$ cat config.mk
export PLATFORM = sky130hd
export DESIGN_NAME = instr_prefetch_queue_flat
export DESIGN_NICKNAME = d
export VERILOG_FILES = /design/src/rtl/instr_prefetch_queue_if.sv /design/src/rtl/instr_prefetch_queue.sv /design/src/flat_wrapper.sv
export SDC_FILE = /design/constraint.sdc
export NUM_CORES = 1
export LEC_CHECK = 0
export BUFFER_PORTS_ARGS = -buffer_cell sky130_fd_sc_hd__buf_4
export CAP_MARGIN = 0
export CORE_ASPECT_RATIO = 1.75
export CORE_UTILIZATION = 45
export CTS_CLUSTER_DIAMETER = 200
export CTS_CLUSTER_SIZE = 28
export DETAILED_ROUTE_END_ITERATION = 7
export MAX_ROUTING_LAYER = met4
export SLEW_MARGIN = 20
export SYNTH_ARGS = -nofsm -noshare
export SYNTH_HDL_FRONTEND = slang
export SYNTH_SLANG_ARGS = --single-unit
$ cat constraint.sdc
create_clock -name clock -period 3.4 [get_ports clock]
set_clock_uncertainty 0.1 [all_clocks]
set_input_delay 0 -clock clock [delete_from_list [all_inputs] [get_ports clock]]
set_output_delay 0 -clock clock [all_outputs]
set_load 0.03 [all_outputs]
$ cat src/rtl/instr_prefetch_queue_if.sv
// Fetch front-end bundle: instruction memory read port, decode port, branch redirect and status.
// master = the prefetch queue, slave = memory/decode/execute side.
interface instr_prefetch_queue_if #(
  parameter int DEPTH = 4
);
  localparam int CW = $clog2(DEPTH + 1);

  logic          mem_req;
  logic [15:0]   mem_addr;
  logic          mem_ack;
  logic [15:0]   mem_rdata;
  logic          ir_valid;
  logic [15:0]   ir;
  logic [15:0]   ir_pc;
  logic          ir_ready;
  logic          redirect;
  logic [15:0]   redirect_pc;
  logic          halted;
  logic [CW-1:0] count;

  modport master (
    output mem_req, mem_addr, ir_valid, ir, ir_pc, halted, count,
    input  mem_ack, mem_rdata, ir_ready, redirect, redirect_pc
  );

  modport slave (
    input  mem_req, mem_addr, ir_valid, ir, ir_pc, halted, count,
    output mem_ack, mem_rdata, ir_ready, redirect, redirect_pc
  );
endinterface

$ cat src/rtl/instr_prefetch_queue.sv
// Instruction prefetch queue: one-outstanding word fetcher feeding a small {instr, pc} FIFO,
// flushed by branch redirect and parked after fetching the halt word 16'hFFFF.
module instr_prefetch_queue #(
  parameter int          DEPTH    = 4,
  parameter logic [15:0] RESET_PC = 16'h0000
) (
  input  logic                  clock,
  input  logic                  reset,
  instr_prefetch_queue_if.master bus
);

  localparam int            CW        = $clog2(DEPTH + 1);
  localparam int            PW        = $clog2(DEPTH);
  localparam logic [CW-1:0] FULL      = CW'(DEPTH);
  localparam logic [15:0]   HALT_WORD = 16'hFFFF;

  typedef enum logic [1:0] {
    S_IDLE = 2'd0,
    S_REQ  = 2'd1,
    S_HALT = 2'd2
  } state_t;

  state_t        r_state;
  logic [15:0]   r_fetch_pc;
  logic [15:0]   r_mem_addr;
  logic          r_mem_req;
  logic          r_discard;
  logic          r_halted;

  logic [15:0]   r_ir_mem [DEPTH];
  logic [15:0]   r_pc_mem [DEPTH];
  logic [PW-1:0] r_rd_ptr;
  logic [PW-1:0] r_wr_ptr;
  logic [CW-1:0] r_count;

  logic          w_ack;
  logic          w_push;
  logic          w_pop;
  logic          w_valid;
  logic [15:0]   w_redirect_pc;

  assign w_ack         = (r_state == S_REQ) && bus.mem_ack;
  assign w_push        = w_ack && !r_discard && !bus.redirect;
  assign w_valid       = (r_count != '0);
  assign w_pop         = w_valid && bus.ir_ready && !bus.redirect;
  assign w_redirect_pc = bus.redirect_pc & 16'hFFFE;

  // Fetch control. Redirect overrides everything; an in-flight request cannot be
  // withdrawn, so it is marked for discard and its eventual ack is swallowed.
  always_ff @(posedge clock or posedge reset) begin
    if (reset) begin
      r_state    <= S_IDLE;
      r_fetch_pc <= RESET_PC;
      r_mem_addr <= RESET_PC;
      r_mem_req  <= 1'b0;
      r_discard  <= 1'b0;
      r_halted   <= 1'b0;
    end else if (bus.redirect) begin
      r_fetch_pc <= w_redirect_pc;
      r_halted   <= 1'b0;
      if ((r_state == S_REQ) && !bus.mem_ack) begin
        r_discard <= 1'b1;
      end else begin
        r_state   <= S_IDLE;
        r_mem_req <= 1'b0;
        r_discard <= 1'b0;
      end
    end else begin
      case (r_state)
        S_IDLE: begin
          if (r_count < FULL) begin
            r_state    <= S_REQ;
            r_mem_req  <= 1'b1;
            r_mem_addr <= r_fetch_pc;
          end
        end
        S_REQ: begin
          if (bus.mem_ack) begin
            r_mem_req <= 1'b0;
            r_discard <= 1'b0;
            if (!r_discard && (bus.mem_rdata == HALT_WORD)) begin
              r_state  <= S_HALT;
              r_halted <= 1'b1;
            end else begin
              r_state  <= S_IDLE;
            end
            if (!r_discard) begin
              r_fetch_pc <= r_fetch_pc + 16'd2;
            end
          end
        end
        S_HALT: begin
          r_state <= S_HALT;
        end
        default: begin
          r_state <= S_IDLE;
        end
      endcase
    end
  end

  always_ff @(posedge clock) begin
    if (w_push) begin
      r_ir_mem[r_wr_ptr] <= bus.mem_rdata;
      r_pc_mem[r_wr_ptr] <= r_mem_addr;
    end
  end

  always_ff @(posedge clock or posedge reset) begin
    if (reset) begin
      r_rd_ptr <= '0;
      r_wr_ptr <= '0;
      r_count  <= '0;
    end else if (bus.redirect) begin
      r_rd_ptr <= '0;
      r_wr_ptr <= '0;
      r_count  <= '0;
    end else begin
      if (w_push) begin
        r_wr_ptr <= r_wr_ptr + PW'(1);
      end
      if (w_pop) begin
        r_rd_ptr <= r_rd_ptr + PW'(1);
      end
      case ({w_push, w_pop})
        2'b10:   r_count <= r_count + CW'(1);
        2'b01:   r_count <= r_count - CW'(1);
        default: r_count <= r_count;
      endcase
    end
  end

  // Head is masked when empty so ir/ir_pc read zero out of reset without clearing storage.
  assign bus.mem_req  = r_mem_req;
  assign bus.mem_addr = r_mem_addr;
  assign bus.ir_valid = w_valid;
  assign bus.ir       = w_valid ? r_ir_mem[r_rd_ptr] : 16'h0000;
  assign bus.ir_pc    = w_valid ? r_pc_mem[r_rd_ptr] : 16'h0000;
  assign bus.halted   = r_halted;
  assign bus.count    = r_count;

  a_count_bound: assert property (@(posedge clock) disable iff (reset) r_count <= FULL);
  a_addr_even:   assert property (@(posedge clock) disable iff (reset) r_mem_addr[0] == 1'b0);

endmodule
$ cat src/flat_wrapper.sv
// flat-port wrapper written by rule: the top's interface ports become plain ports
module instr_prefetch_queue_flat 
#(
  parameter int          DEPTH    = 4,
  parameter logic [15:0] RESET_PC = 16'h0000
)
  (clock, reset, bus_mem_req, bus_mem_addr, bus_ir_valid, bus_ir, bus_ir_pc, bus_halted, bus_count, bus_mem_ack, bus_mem_rdata, bus_ir_ready, bus_redirect, bus_redirect_pc);
  instr_prefetch_queue_if #(.DEPTH(DEPTH)) bus_i ();
  input  logic clock;
  input  logic reset;
  output wire logic [$bits(bus_i.mem_req)-1:0] bus_mem_req;
  output wire logic [$bits(bus_i.mem_addr)-1:0] bus_mem_addr;
  output wire logic [$bits(bus_i.ir_valid)-1:0] bus_ir_valid;
  output wire logic [$bits(bus_i.ir)-1:0] bus_ir;
  output wire logic [$bits(bus_i.ir_pc)-1:0] bus_ir_pc;
  output wire logic [$bits(bus_i.halted)-1:0] bus_halted;
  output wire logic [$bits(bus_i.count)-1:0] bus_count;
  input wire logic [$bits(bus_i.mem_ack)-1:0] bus_mem_ack;
  input wire logic [$bits(bus_i.mem_rdata)-1:0] bus_mem_rdata;
  input wire logic [$bits(bus_i.ir_ready)-1:0] bus_ir_ready;
  input wire logic [$bits(bus_i.redirect)-1:0] bus_redirect;
  input wire logic [$bits(bus_i.redirect_pc)-1:0] bus_redirect_pc;
  assign bus_mem_req = bus_i.mem_req;
  assign bus_mem_addr = bus_i.mem_addr;
  assign bus_ir_valid = bus_i.ir_valid;
  assign bus_ir = bus_i.ir;
  assign bus_ir_pc = bus_i.ir_pc;
  assign bus_halted = bus_i.halted;
  assign bus_count = bus_i.count;
  assign bus_i.mem_ack = bus_mem_ack;
  assign bus_i.mem_rdata = bus_mem_rdata;
  assign bus_i.ir_ready = bus_ir_ready;
  assign bus_i.redirect = bus_redirect;
  assign bus_i.redirect_pc = bus_redirect_pc;
  instr_prefetch_queue #(.DEPTH(DEPTH), .RESET_PC(RESET_PC)) u_core (.clock(clock), .reset(reset), .bus(bus_i));
endmodule
# Word level (Yosys, flattened, before mapping)
# Memories as Yosys holds them, arrays and structs flattened.
# Index checks and enable logic that the tools add are counted.
# op_classes
addsub	5
magnitude_cmp	1
n_eq_ne	9
mux	32
n_bitwise	1
reduce_logical	25
# ops
op	n
two-way mux 16 bit	6
two-way mux 2 bit	9
adder 16 x 2 -> 16 bit, second input constant	1
equality test 16 bit, second input constant	1
two-way mux 1 bit	13
AND reduction 3 bit	4
nonzero test 2 bit	5
nonzero test 3 bit	3
logical AND 1 bit	7
one-hot mux 2 bit (3 select lines)	1
one-hot mux 3 bit (2 select lines)	1
adder 2 x 1 -> 2 bit, second input constant	2
equality test 2 x 1 -> 1 bit, second input constant	2
equality test 2 bit, second input constant	2
!= test 2 bit, second input constant	2
AND reduction 4 bit	1
adder 3 x 1 -> 3 bit, second input constant	1
logical NOT 1 bit	3
less-than comparator 3 bit, second input constant	1
two-way mux 3 bit	1
!= test 3 x 2 -> 1 bit, second input constant	1
!= test 3 bit, second input constant	1
subtractor 3 x 1 -> 3 bit, second input constant	1
logical NOT 2 bit	1
other kinds (3)	3
# word_totals
reg_bits	44
ram_bits	128
n_memories	2
# memory_table
memory	words	width	read_ports	rd_clocked_by_memory_dff	write_ports	line_no	rtl
u_core.r_ir_mem	4	16	1	0	1	instr_prefetch_queue.sv:30	logic [15:0] r_ir_mem [DEPTH];
u_core.r_pc_mem	4	16	1	0	1	instr_prefetch_queue.sv:31	logic [15:0] r_pc_mem [DEPTH];

# Longest topological paths before layout
# Gate-level depths: netlist (run 1).
# depth
word_depth	7
depth_mapped	8

# Worst setup path after synthesis (run 1)
# OpenSTA, ideal clock, no wires.
# synth_timing
kind	register to register
from	register u_core.r_count[0], in the netlist u_core.bus.count[0]
to	register u_core.r_count[2], in the netlist u_core.bus.count[2]
setup_time_ps	125
arrival_time_ps	2218
required_ps	3175
setup_slack_ps	958
stages_incl_launch_ff	6
path_cell_list	dfrtp_1 o31ai_1 nor3_1 fa_1 o31ai_1 mux2_2
# synth_via
elab_chain_cells	6
# synth_lines
item	line_no	rtl
start, declared	instr_prefetch_queue.sv:34	logic [CW-1:0] r_count;
start signal, assigned	instr_prefetch_queue.sv:126	2'b10: r_count <= r_count + CW'(1);
start signal, assigned	instr_prefetch_queue.sv:127	2'b01: r_count <= r_count - CW'(1);
start signal, assigned	instr_prefetch_queue.sv:128	default: r_count <= r_count;
nonzero test 3 bit	instr_prefetch_queue.sv:44	assign w_valid = (r_count != '0);
logical AND 1 bit (2 in a row)	instr_prefetch_queue.sv:45	assign w_pop = w_valid && bus.ir_ready && !bus.redirect;
equality test 2 x 1 -> 1 bit / equality test 2 bit (equally long branches)	instr_prefetch_queue.sv:125	case ({w_push, w_pop})
one-hot mux 3 bit (2 select lines)	instr_prefetch_queue.sv:125	
two-way mux 3 bit	instr_prefetch_queue.sv:114	end else if (bus.redirect) begin
# Parallel ways exist; a longest one is shown, timed or not.
# A chain may end at the register's enable or synchronous reset.

# Worst setup path in the final report (run 1)
# layout_timing
from	register u_core.r_state[1]
to	register u_core.r_fetch_pc[14]
# layout_via
elab_chain_cells	3
# layout_lines
item	line_no	rtl
start, declared	instr_prefetch_queue.sv:23	state_t r_state;
start signal, assigned	instr_prefetch_queue.sv:52	r_state <= S_IDLE;
start signal, assigned	instr_prefetch_queue.sv:64	r_state <= S_IDLE;
start signal, assigned	instr_prefetch_queue.sv:72	r_state <= S_REQ;
equality test 2 x 1 -> 1 bit	instr_prefetch_queue.sv:69	case (r_state)
nonzero test 2 bit (no source line)	n/a	
AND reduction 3 bit (no source line)	n/a	
end signal, assigned	instr_prefetch_queue.sv:59	r_fetch_pc <= w_redirect_pc;
end signal, assigned	instr_prefetch_queue.sv:88	r_fetch_pc <= r_fetch_pc + 16'd2;
end, declared	instr_prefetch_queue.sv:24	logic [15:0] r_fetch_pc;
# Every way passes these cells.

==> out/metrics.yaml, run 1 <==
outcome:
  outcome: "complete, no violations"
timing:
  rsz0062_at_grt: "no"
  finalSetupTns_ns: 0
  setup_viol: 0
  max_freq_mhz: 374.3
  period_needed_ns: 2.672
  period_share_pct: 78.59
  max_slew_margin_pct: 36.68
  finalMaxSlewViolations: 0
  whs_ns: 0.1480
  tightest_slew_ns: 0.9439
  final-hold-violation-count: 0
routing:
  first_pass_iters: 4
  vias: 4035
  routed_wl_um: 13990
  viasPerCell: 5.309
  drt-wirelength-per-cell_um: 18.41
  drc_errors: 0
  detail-route-antenna-nets: 0
  drt_iter0_drc: 246
die:
  die_x_um: 94.98
  io-pin-count: 91
  fp.coreArea_um2: 14840
  die_h_um: 164.7
  start_util_pct: 45.88
  rows: 59
  die_area_um2: 15640
global_routing:
  grt_max_degree: 49
  grt_overflow: 0
  grt_pass1_wl_um: 22260
  track_usage_pct: 19.95
  grt_antenna_before_repair: 0
  grt_pass1_vias: 4288
critical_path:
  cp.required_ns: 3.65
  r2r_end: "u_core.r_fetch_pc[14]"
  cp-start-kind: "flip-flop"
  ff2ff_setup_slack_ns: 0.73
  endpoint: "u_core.r_fetch_pc[14]"
  worst-r2r-cell-count: 6
  path_class: "reg2reg"
  critPathArrivalTime_ns: 2.92
  startpoint: "u_core.r_state[1]"
  r2r-start: "u_core.r_state[1]"
  worstPathMaxFanout: 11
  endpoint_kind: "flip-flop"
pwr:
  peakVddDrop_v: 0.0006067
  sw_frac_of_total_pct: 34.01
  fin_total_pwr_uw: 7182
  netSwitchingPower_uw: 2443
  power_frac_seq_pct: 39.0
  p_int_uw: 4739
  combPwrFrac_pct: 33.4
  p_leak_uw: 0.003279
  p_clk_share_pct: 27.5
  power.density_nw_per_um2: 803.2
placed_design:
  io_buffers: 87
  dpl.hpwl_um: 9301
  dpl_cell_area_um2: 7732
  gp_congestion: 0.8561
yosys:
  yosysWarningCount: 0
  synthArstFlopShare_pct: 25.30
  synth-simple-area-share_pct: 9.337
  synth_mux_area_share_pct: 13.34
  ys_dominant_reg_cell: "edfxtp_1"
  synth_edf_count: 124
  synth_seq_cells: 166
  mappedNetlistArea_um2: 6808
  synth_top_family_by_area: "multiplexers"
  synth_seq_area_share_pct: 70.13
  syn_area_per_cell_um2: 16.89
  synth.distinct_cells: 41
  synth_compound_area_share_pct: 2.334
  synth_fa_ha_area_share_pct: 1.213
  syn_inst: 403
  synthXorXnorAreaFrac_pct: 1.801
cells_and_area:
  final_net_count: 607
  num-fill-cells: 1158
  area_growth_pct: 31.35
  stdcell_area_um2: 8942
  antennaDiodeCount: 0
  final_layout_size_suffix_gt1_share_pct: 32.58
worst_hold_path:
  hp-class: "in2async"
clock_network:
  clk_latency_ns: 0.41
  clk_pin_slew_worst_paths_ns: 0.07
  clockRootBuffer: "clkbuf_16"
  cts.path.max_buffers: 2
  cts.htree.levels: 4
  cts_buffers: 17
  cts_sinks: 166
  cts_tree: "done"
run:
  cap_violations: 0
## synth_stat cells (4+ instances only)
library cell,number,area [µm²]
nor3_1,6,30.03
xnor2_1,10,87.58
ha_1,5,62.56
o21ai_0,13,65.06
buf_2,7,35.03
mux2_2,16,180.2
xor2_1,4,35.03
mux4_2,31,698.2
and2_1,36,225.2
dfrtp_1,42,1051
nand3_1,9,45.04
nand2_1,17,63.81
nor2_1,16,60.06
nand4_1,6,37.54
edfxtp_1,124,3724
clkbuf_1,10,37.54
inv_1,7,26.28
nor4_1,8,50.05
## how the worst min path moves through the flow
stage	from	endpoint	slack (ns)	depth (start not counted)
finish	reset	u_core.r_fetch_pc[10]	0.15	3
detailed placement	bus_mem_rdata[10]	u_core.r_ir_mem[3][10]	0.12	1
floorplan	bus_mem_rdata[0]	u_core.r_ir_mem[0][0]	-0.001	0
global placement	bus_redirect_pc[2]	u_core.r_fetch_pc[2]	0.11	3
global route	reset	u_core.r_fetch_pc[13]	0.20	3
CTS	bus_mem_rdata[10]	u_core.r_ir_mem[3][10]	0.23	2
## power groups by stage
| stage | logic [µW] | registers, µW | clock network, µW |
|---|---|---|---|
| 2_1_floorplan | 1430 | 2900 | 0 |
| 3_3_place_gp | 2360 | 2830 | 0 |
| 3_5_place_dp | 2380 | 2850 | 0 |
| 4_1_cts | 2450 | 2810 | 2010 |
| 5_1_grt | 2570 | 2850 | 2100 |
| 6_report | 2400 | 2800 | 1980 |
## kinds of logic (layout without fill, tap and decap cells)
group,count (synthesis),count (layout)
AOI/OAI and AO/OA,26,26
xor gates and xnor gates,14,14
adders and majority gates,6,6
buffers and inverters,28,201
DFF,166,166
muxes,50,50
other,1,2
and+or+nand+nor,112,112
## placed cells by master (no fill, tap or decap), types with 8 or more instances in the layout
master	netlist	routed
nand3_1	9	9
mux4_2	31	31
nand2_1	17	17
edfxtp_1	124	124
dlygate4sd3_1	0	59
dfrtp_1	42	41
buf_4	2	102
xnor2_1	10	10
clkbuf_16	0	17
o21ai_0	13	13
nor2_1	16	16
nor4_1	8	8
mux2_2	16	16
and2_1	36	36
## layout make-up
class,instances,area [µm²],area share (%)
tap,183,229.0,2.561
clock inverter,15,192.7,2.155
clock buffer,17,425.4,4.757
timing repair buffer,162,1376,15.39
sequential,166,4776,53.41
multi-input combinational,210,1917,21.44
inverter,7,26.28,0.2938
## through the flow
stage                     util, %  setup slack [ns]  std cells
after floorplan                 -            0.9575        404
after global placement      52.11            0.8795        669
after detailed placement    52.11            0.7963        669
after CTS                   60.26            0.7320        760
after global routing        60.27            0.6485        760
final                       60.27            0.7281        760
## worst max-delay path: stages, from the launching register on
cell and delay (ns):
dfrtp_1 0.45, nand4bb_1 0.23, buf_4 0.20, or4_1 0.54
or3_1 0.36, a31oi_1 0.16, dlygate4sd3_1 0.57
## what timing repair did
item | CTS | global route
hold buffers | 59 | 0
hold endpoints to repair | 113 | 0
gates resized for setup | 0 | 0
setup buffers | 0 | 0
## registers in the layout (all words and copies together) (netlist names)
signal,cells
u_core.r_ir_mem,64
u_core.r_pc_mem,60
u_core.bus.count,3
u_core.r_discard,1
u_core.bus.halted,1
u_core.bus.mem_req,1
u_core.r_fetch_pc,15
u_core.r_rd_ptr,2
u_core.r_state,2
u_core.r_wr_ptr,2
u_core.bus.mem_addr,15
## metal layers
metal	track usage, %	share of wire, %	vias up
li1	-	-	1869
met4	7.094	1.4	0
met3	3.177	2.6	12
met1	22.03	39	2071
met5	-	0	-
met2	35.81	57	83
No activity file was read; power rests on OpenSTA's default activity.
==> inputs of run 2 (changes only) <==
--- a/config.mk
+++ b/config.mk
@@ -13,6 +13,7 @@
 export CTS_CLUSTER_SIZE = 28
 export DETAILED_ROUTE_END_ITERATION = 7
 export MAX_ROUTING_LAYER = met4
+export PLACE_DENSITY = 0.67
 export SLEW_MARGIN = 20
 export SYNTH_ARGS = -nofsm -noshare
 export SYNTH_HDL_FRONTEND = slang
==> constraint.sdc (replaced) <==
create_clock -name clock -period 2.4 [get_ports clock]
set_clock_uncertainty 0.1 [all_clocks]
set_input_delay 0 -clock clock [delete_from_list [all_inputs] [get_ports clock]]
set_output_delay 0 -clock clock [all_outputs]
set_load 0.03 [all_outputs]
==> run 2 against run 1 <==
Combinational power grew 45%. Utilization down 1.3 points. Sequential cell count unchanged. Non-clock buffer count fell by 22. First-iteration DRC count is 20% lower. Largest cell class unchanged.
==> out/metrics.yaml, run 2 (same netlist as run 1, synthesis figures left out) <==
outcome:
  outcome: "complete, no violations"
cells_and_area:
  antennaDiodeCount: 0
  area_growth_pct: 28.41
  layout_common_cells: "edfxtp_1 (124), buf_4 (98), dfrtp_1 (41)"
  reg_top3: "u_core.r_ir_mem: 64 flops, u_core.r_pc_mem: 60 flops"
  regMostFlops: "u_core.r_ir_mem"
  final_layout_size_suffix_gt1_share_pct: 34.77
  final_net_count: 585
  post-route-util_pct: 58.92
  largest_reg_flops: 64
  final_common_cell: "edfxtp_1"
pwr:
  power.density_nw_per_um2: 1142
  p_leak_uw: 0.003196
  peakVddDrop_v: 0.0006297
die:
  fp.coreArea_um2: 14840
  die_x_um: 94.98
  start_util_pct: 45.88
  die_h_um: 164.7
  rows: 59
  die_area_um2: 15640
  io-pin-count: 91
routing:
  drt_iter0_drc: 198
  drc_errors: 0
  first_pass_iters: 4
  routed_wl_um: 13100
  vias: 3877
  detail-route-antenna-nets: 0
  viasPerCell: 5.253
  drt-wirelength-per-cell_um: 17.75
critical_path:
  crit_chain: "or3_1, buf_4, and2_1, buf_4"
  path_class: "reg2out"
  crit_slowest_cell: "or3_1"
  ff2ff_setup_slack_ns: 0.30
  endpoint_kind: "primary output"
  cp.required_ns: 2.30
  r2r_end: "u_core.bus.count[2]"
  r2r-start: "u_core.r_state[1]"
  worst-r2r-cell-count: 5
  cp_common_cell: "buf_4"
  cp-start-kind: "flip-flop"
  worstPathMaxFanout: 24
  critPathArrivalTime_ns: 2.06
  critical-path-max-stage-delay_ns: 0.55
timing:
  finalSetupTns_ns: 0
  tightest_slew_ns: 0.5489
  rsz0062_at_grt: "no"
  period_needed_ns: 2.160
  finalMaxSlewViolations: 0
  max_slew_margin_pct: 63.41
  max_freq_mhz: 462.9
  setup_viol: 0
  period_share_pct: 90.01
  final-hold-violation-count: 0
clock_network:
  clk_pin_slew_worst_paths_ns: 0.07
  cts_buffers: 17
  cts.path.max_buffers: 2
  clockRootBuffer: "clkbuf_16"
  cts.htree.levels: 4
  cts_tree: "done"
  ctsResizeCount: 0
  cts_sinks: 166
  clk_latency_ns: 0.41
global_routing:
  grt_overflow: 0
  grt_busiest_layer: "met2"
  grt_max_degree: 43
  grt_pass1_vias: 3877
  grtUsageMet1_pct: 21.94
  grt_pass1_wl_um: 20670
  track_usage_pct: 18.69
  grt_antenna_before_repair: 0
  use_met3_pct: 3.913
  gr-usage-met2_pct: 31.75
placed_design:
  io_buffers: 87
  dpl.hpwl_um: 8570
  gp_congestion: 0.8110
worst_hold_path:
  hp-class: "in2async"
run:
  cap_violations: 0
[run 2: cell types whose count changed in the layout (fill, tap and decap cells not counted), sizes merged]
cell         before  now
buf             103  104
dlygate4sd3      59   36
bufinv            3    1
inv              12   14
[run 2: what timing repair did]
action | CTS | global route
endpoints found under the hold margin | 131 | 0
buffers inserted | 0 | 0
hold buffers | 36 | 0
[run 2: worst max path at each step]
| stage | slack (ns) | endpoint | cells past startpoint | start |
|---|---|---|---|---|
| after floorplan | 0.1 | u_core.bus.count[2] | 5 | u_core.bus.count[0] |
| after global placement | 0.33 | u_core.bus.count[2] | 5 | u_core.r_state[1] |
| after detailed placement | 0.31 | u_core.bus.count[2] | 5 | u_core.r_state[1] |
| after CTS | 0.18 | bus_ir_pc[15] | 4 | u_core.bus.count[0] |
| after global routing | 0.11 | bus_ir_pc[15] | 4 | u_core.bus.count[0] |
| final | 0.24 | bus_ir_pc[15] | 4 | u_core.bus.count[0] |
[run 2: area by class of cell]
type                    count  area (µm²)
fillers                  1118        6096
flip-flops and latches    166        4776
multi-input cells         210        1926
repair buffers            140        1216
clock buffers              17       425.4
well taps                 183       229.0
clock inverters            15       143.9
inverters                   7       26.28
[run 2: layer usage]
metal	share of wire (%)	wire length, µm
met1	40	5238
met2	56	7300
met3	3.0	392
met4	1.3	169
met5	0	0
[run 2: worst max-delay path: cells and delay by family (launching register included)]
family                 cells  cell delay [ns]
buffers and inverters      2             0.44
DFF                        1             0.45
and+or+nand+nor            2             0.74
[run 2: stage by stage]
step	hold slack [ns]	setup slack, ns	cells	total power, µW	area [µm²]
2_1_floorplan	-0.001131	0.09966	404	6138	6822
3_5_place_dp	0.08717	0.3095	670	7435	7812
5_1_grt	0.2252	0.1130	738	10450	8742
3_3_place_gp	0.06706	0.3298	670	7354	7812
6_report	0.1907	0.2398	738	9984	8742
4_1_cts	0.2012	0.1779	738	10100	8742
[run 2: power breakdown]
group          internal, µW  switching [µW]  total (µW)
clock                  1450            1160        2610
sequential             3530             370        3900
combinational          1550            1930        3470
==> inputs of run 3 (changes only) <==
--- a/config.mk
+++ b/config.mk
@@ -8,12 +8,11 @@
 export BUFFER_PORTS_ARGS = -buffer_cell sky130_fd_sc_hd__buf_4
 export CAP_MARGIN = 0
 export CORE_ASPECT_RATIO = 1.75
-export CORE_UTILIZATION = 45
+export CORE_UTILIZATION = 30
 export CTS_CLUSTER_DIAMETER = 200
 export CTS_CLUSTER_SIZE = 28
 export DETAILED_ROUTE_END_ITERATION = 7
-export MAX_ROUTING_LAYER = met4
-export PLACE_DENSITY = 0.67
+export HOLD_SLACK_MARGIN = 0.15
 export SLEW_MARGIN = 20
 export SYNTH_ARGS = -nofsm -noshare
 export SYNTH_HDL_FRONTEND = slang
==> run 3 against run 2 <==
Worst setup slack worse by 0.16 ns. Clock-buffer cell count up 7. Largest power group unchanged. Global-route usage fell by 5.3 points. Power increased by 0.85%. Critical path type is now reg2reg. Non-clock buffer count increased by 21. First-iteration DRC count is 15% lower. Sequential cell count did not move. Critical path depth up 2. Fmax down 6.8%. Cell count increased by 18%. Wire length is 12% higher.
==> out/metrics.yaml, run 3 (same netlist as run 1, synthesis figures left out) <==
placed_design:
  gp_congestion: 0.8479
  io_buffers: 87
  dpl.cell_count: 780
  dpl.hpwl_um: 9527
clock_network:
  post_cts_buffers: 0
  cts.path.max_buffers: 2
  clk_pin_slew_worst_paths_ns: 0.06
  cts_sinks: 166
  clockRootBuffer: "clkbuf_16"
  cts.htree.levels: 4
  clk_latency_ns: 0.41
  cts_buffers: 17
  cts_tree: "done"
critical_path:
  r2r_end: "u_core.r_fetch_pc[9]"
  critPathArrivalTime_ns: 2.51
  critical-path-max-stage-delay_ns: 0.58
  path_class: "reg2reg"
  cp.required_ns: 2.59
  crit_buf_inv: 2
  r2r-start: "u_core.r_fetch_pc[2]"
  cp-start-kind: "flip-flop"
  crit_slowest_cell: "dlygate4sd3_1"
  crit_chain: "ha_1, inv_1, nor4_2, xnor2_1, o21ai_0, dlygate4sd3_1"
  endpoint_kind: "flip-flop"
  crit_cells: 6
  ff2ff_setup_slack_ns: 0.08
  cp_top_family: "buffers and inverters"
  worst-r2r-cell-count: 6
  worstPathMaxFanout: 7
global_routing:
  grt_max_degree: 48
  grt_pass1_vias: 4215
  track_usage_pct: 13.36
  grt_pass1_wl_um: 22970
  grt_overflow: 0
  grt_antenna_before_repair: 0
cells_and_area:
  final_net_count: 606
  layout_common_cells: "edfxtp_1 (124), buf_4 (96), dlygate4sd3_1 (60)"
  final_common_cell: "edfxtp_1"
  reg_top3: "u_core.r_ir_mem: 64 flops, u_core.r_pc_mem: 60 flops"
  instances_no_fill: 872
  antennaDiodeCount: 0
  final_layout_size_suffix_gt1_share_pct: 33.16
  regMostFlops: "u_core.r_ir_mem"
  largest_reg_flops: 64
  area_growth_pct: 34.04
outcome:
  outcome: "complete, no violations"
routing:
  drc_errors: 0
  detail-route-antenna-nets: 0
  viasPerCell: 4.525
  drt_iter0_drc: 168
  drt-wirelength-per-cell_um: 16.80
  first_pass_iters: 4
  vias: 3946
  routed_wl_um: 14650
run:
  cap_violations: 0
timing:
  rsz0062_at_grt: "no"
  max_freq_mhz: 431.4
  final-hold-violation-count: 0
  period_share_pct: 96.59
  finalMaxSlewViolations: 0
  max_slew_margin_pct: 64.03
  tightest_slew_ns: 0.5395
  setup_viol: 0
  period_needed_ns: 2.318
  finalSetupTns_ns: 0
die:
  start_util_pct: 30.72
  die_x_um: 115.9
  io-pin-count: 91
  fp.coreArea_um2: 22160
  die_area_um2: 23320
  rows: 72
  die_h_um: 201.3
pwr:
  peakVddDrop_v: 0.0005347
  power.density_nw_per_um2: 1103
  p_leak_uw: 0.003279
  fin_total_pwr_uw: 10070
worst_hold_path:
  hp-class: "in2async"
-- run 3: final cells by class --
cell class / count / area, µm²
fill: 2057 / 13040
sequential: 166 / 4776
multi-input combinational: 210 / 1967
timing repair buffer: 161 / 1421
clock buffer: 24 / 493.0
tap: 296 / 370.4
clock inverter: 8 / 71.32
inverter: 7 / 26.28
-- run 3: timing repair --
item                                    CTS  global route
resized for setup                         0             5
endpoints found under the setup margin    0             4
hold endpoints to repair                133             0
hold buffers                             60             0
-- run 3: tightest hold or removal path, cell delays in order --
cell and delay [ns]:
dlygate4sd3_1 0.54, buf_4 0.14, inv_1 0.05, buf_4 0.44
-- run 3: report_power, final --
group	internal, µW	total (µW)	switching [µW]
Sequential	3530	3910	379
Clock	1540	2580	1040
Combinational	1580	3580	2000
-- run 3: how the worst max path moves through the flow --
stage                      endpoint                  from
3_3_place_gp    u_core.bus.count[2]     u_core.r_state[1]
6_report       u_core.r_fetch_pc[9]  u_core.r_fetch_pc[2]
2_1_floorplan   u_core.bus.count[2]   u_core.bus.count[0]
4_1_cts        u_core.r_fetch_pc[9]     u_core.r_state[1]
5_1_grt        u_core.r_fetch_pc[9]  u_core.r_fetch_pc[1]
3_5_place_dp    u_core.bus.count[2]   u_core.bus.count[0]
-- run 3: layer usage --
layer / track usage (%) / up-vias / part of all wire (%)
met1: 14.38 / 1994 / 39
met3: 2.620 / 18 / 3.0
li1: - / 1865 / -
met2: 24.66 / 69 / 56
met5: 0 / - / 0
met4: 5.723 / 0 / 2.4
-- run 3: per-stage QoR --
| stage | cell area [µm²] | util (%) | setup slack [ns] | hold slack [ns] |
|---|---|---|---|---|
| after floorplan | 6822 | - | 0.09966 | -0.001131 |
| after global placement | 7919 | 35.73 | 0.3343 | 0.06721 |
| after detailed placement | 7919 | 35.73 | 0.2681 | 0.08511 |
| after CTS | 9084 | 40.99 | 0.04532 | 0.2013 |
| after global routing | 9125 | 41.18 | 0.007173 | 0.2361 |
| final | 9125 | 41.18 | 0.08173 | 0.1989 |
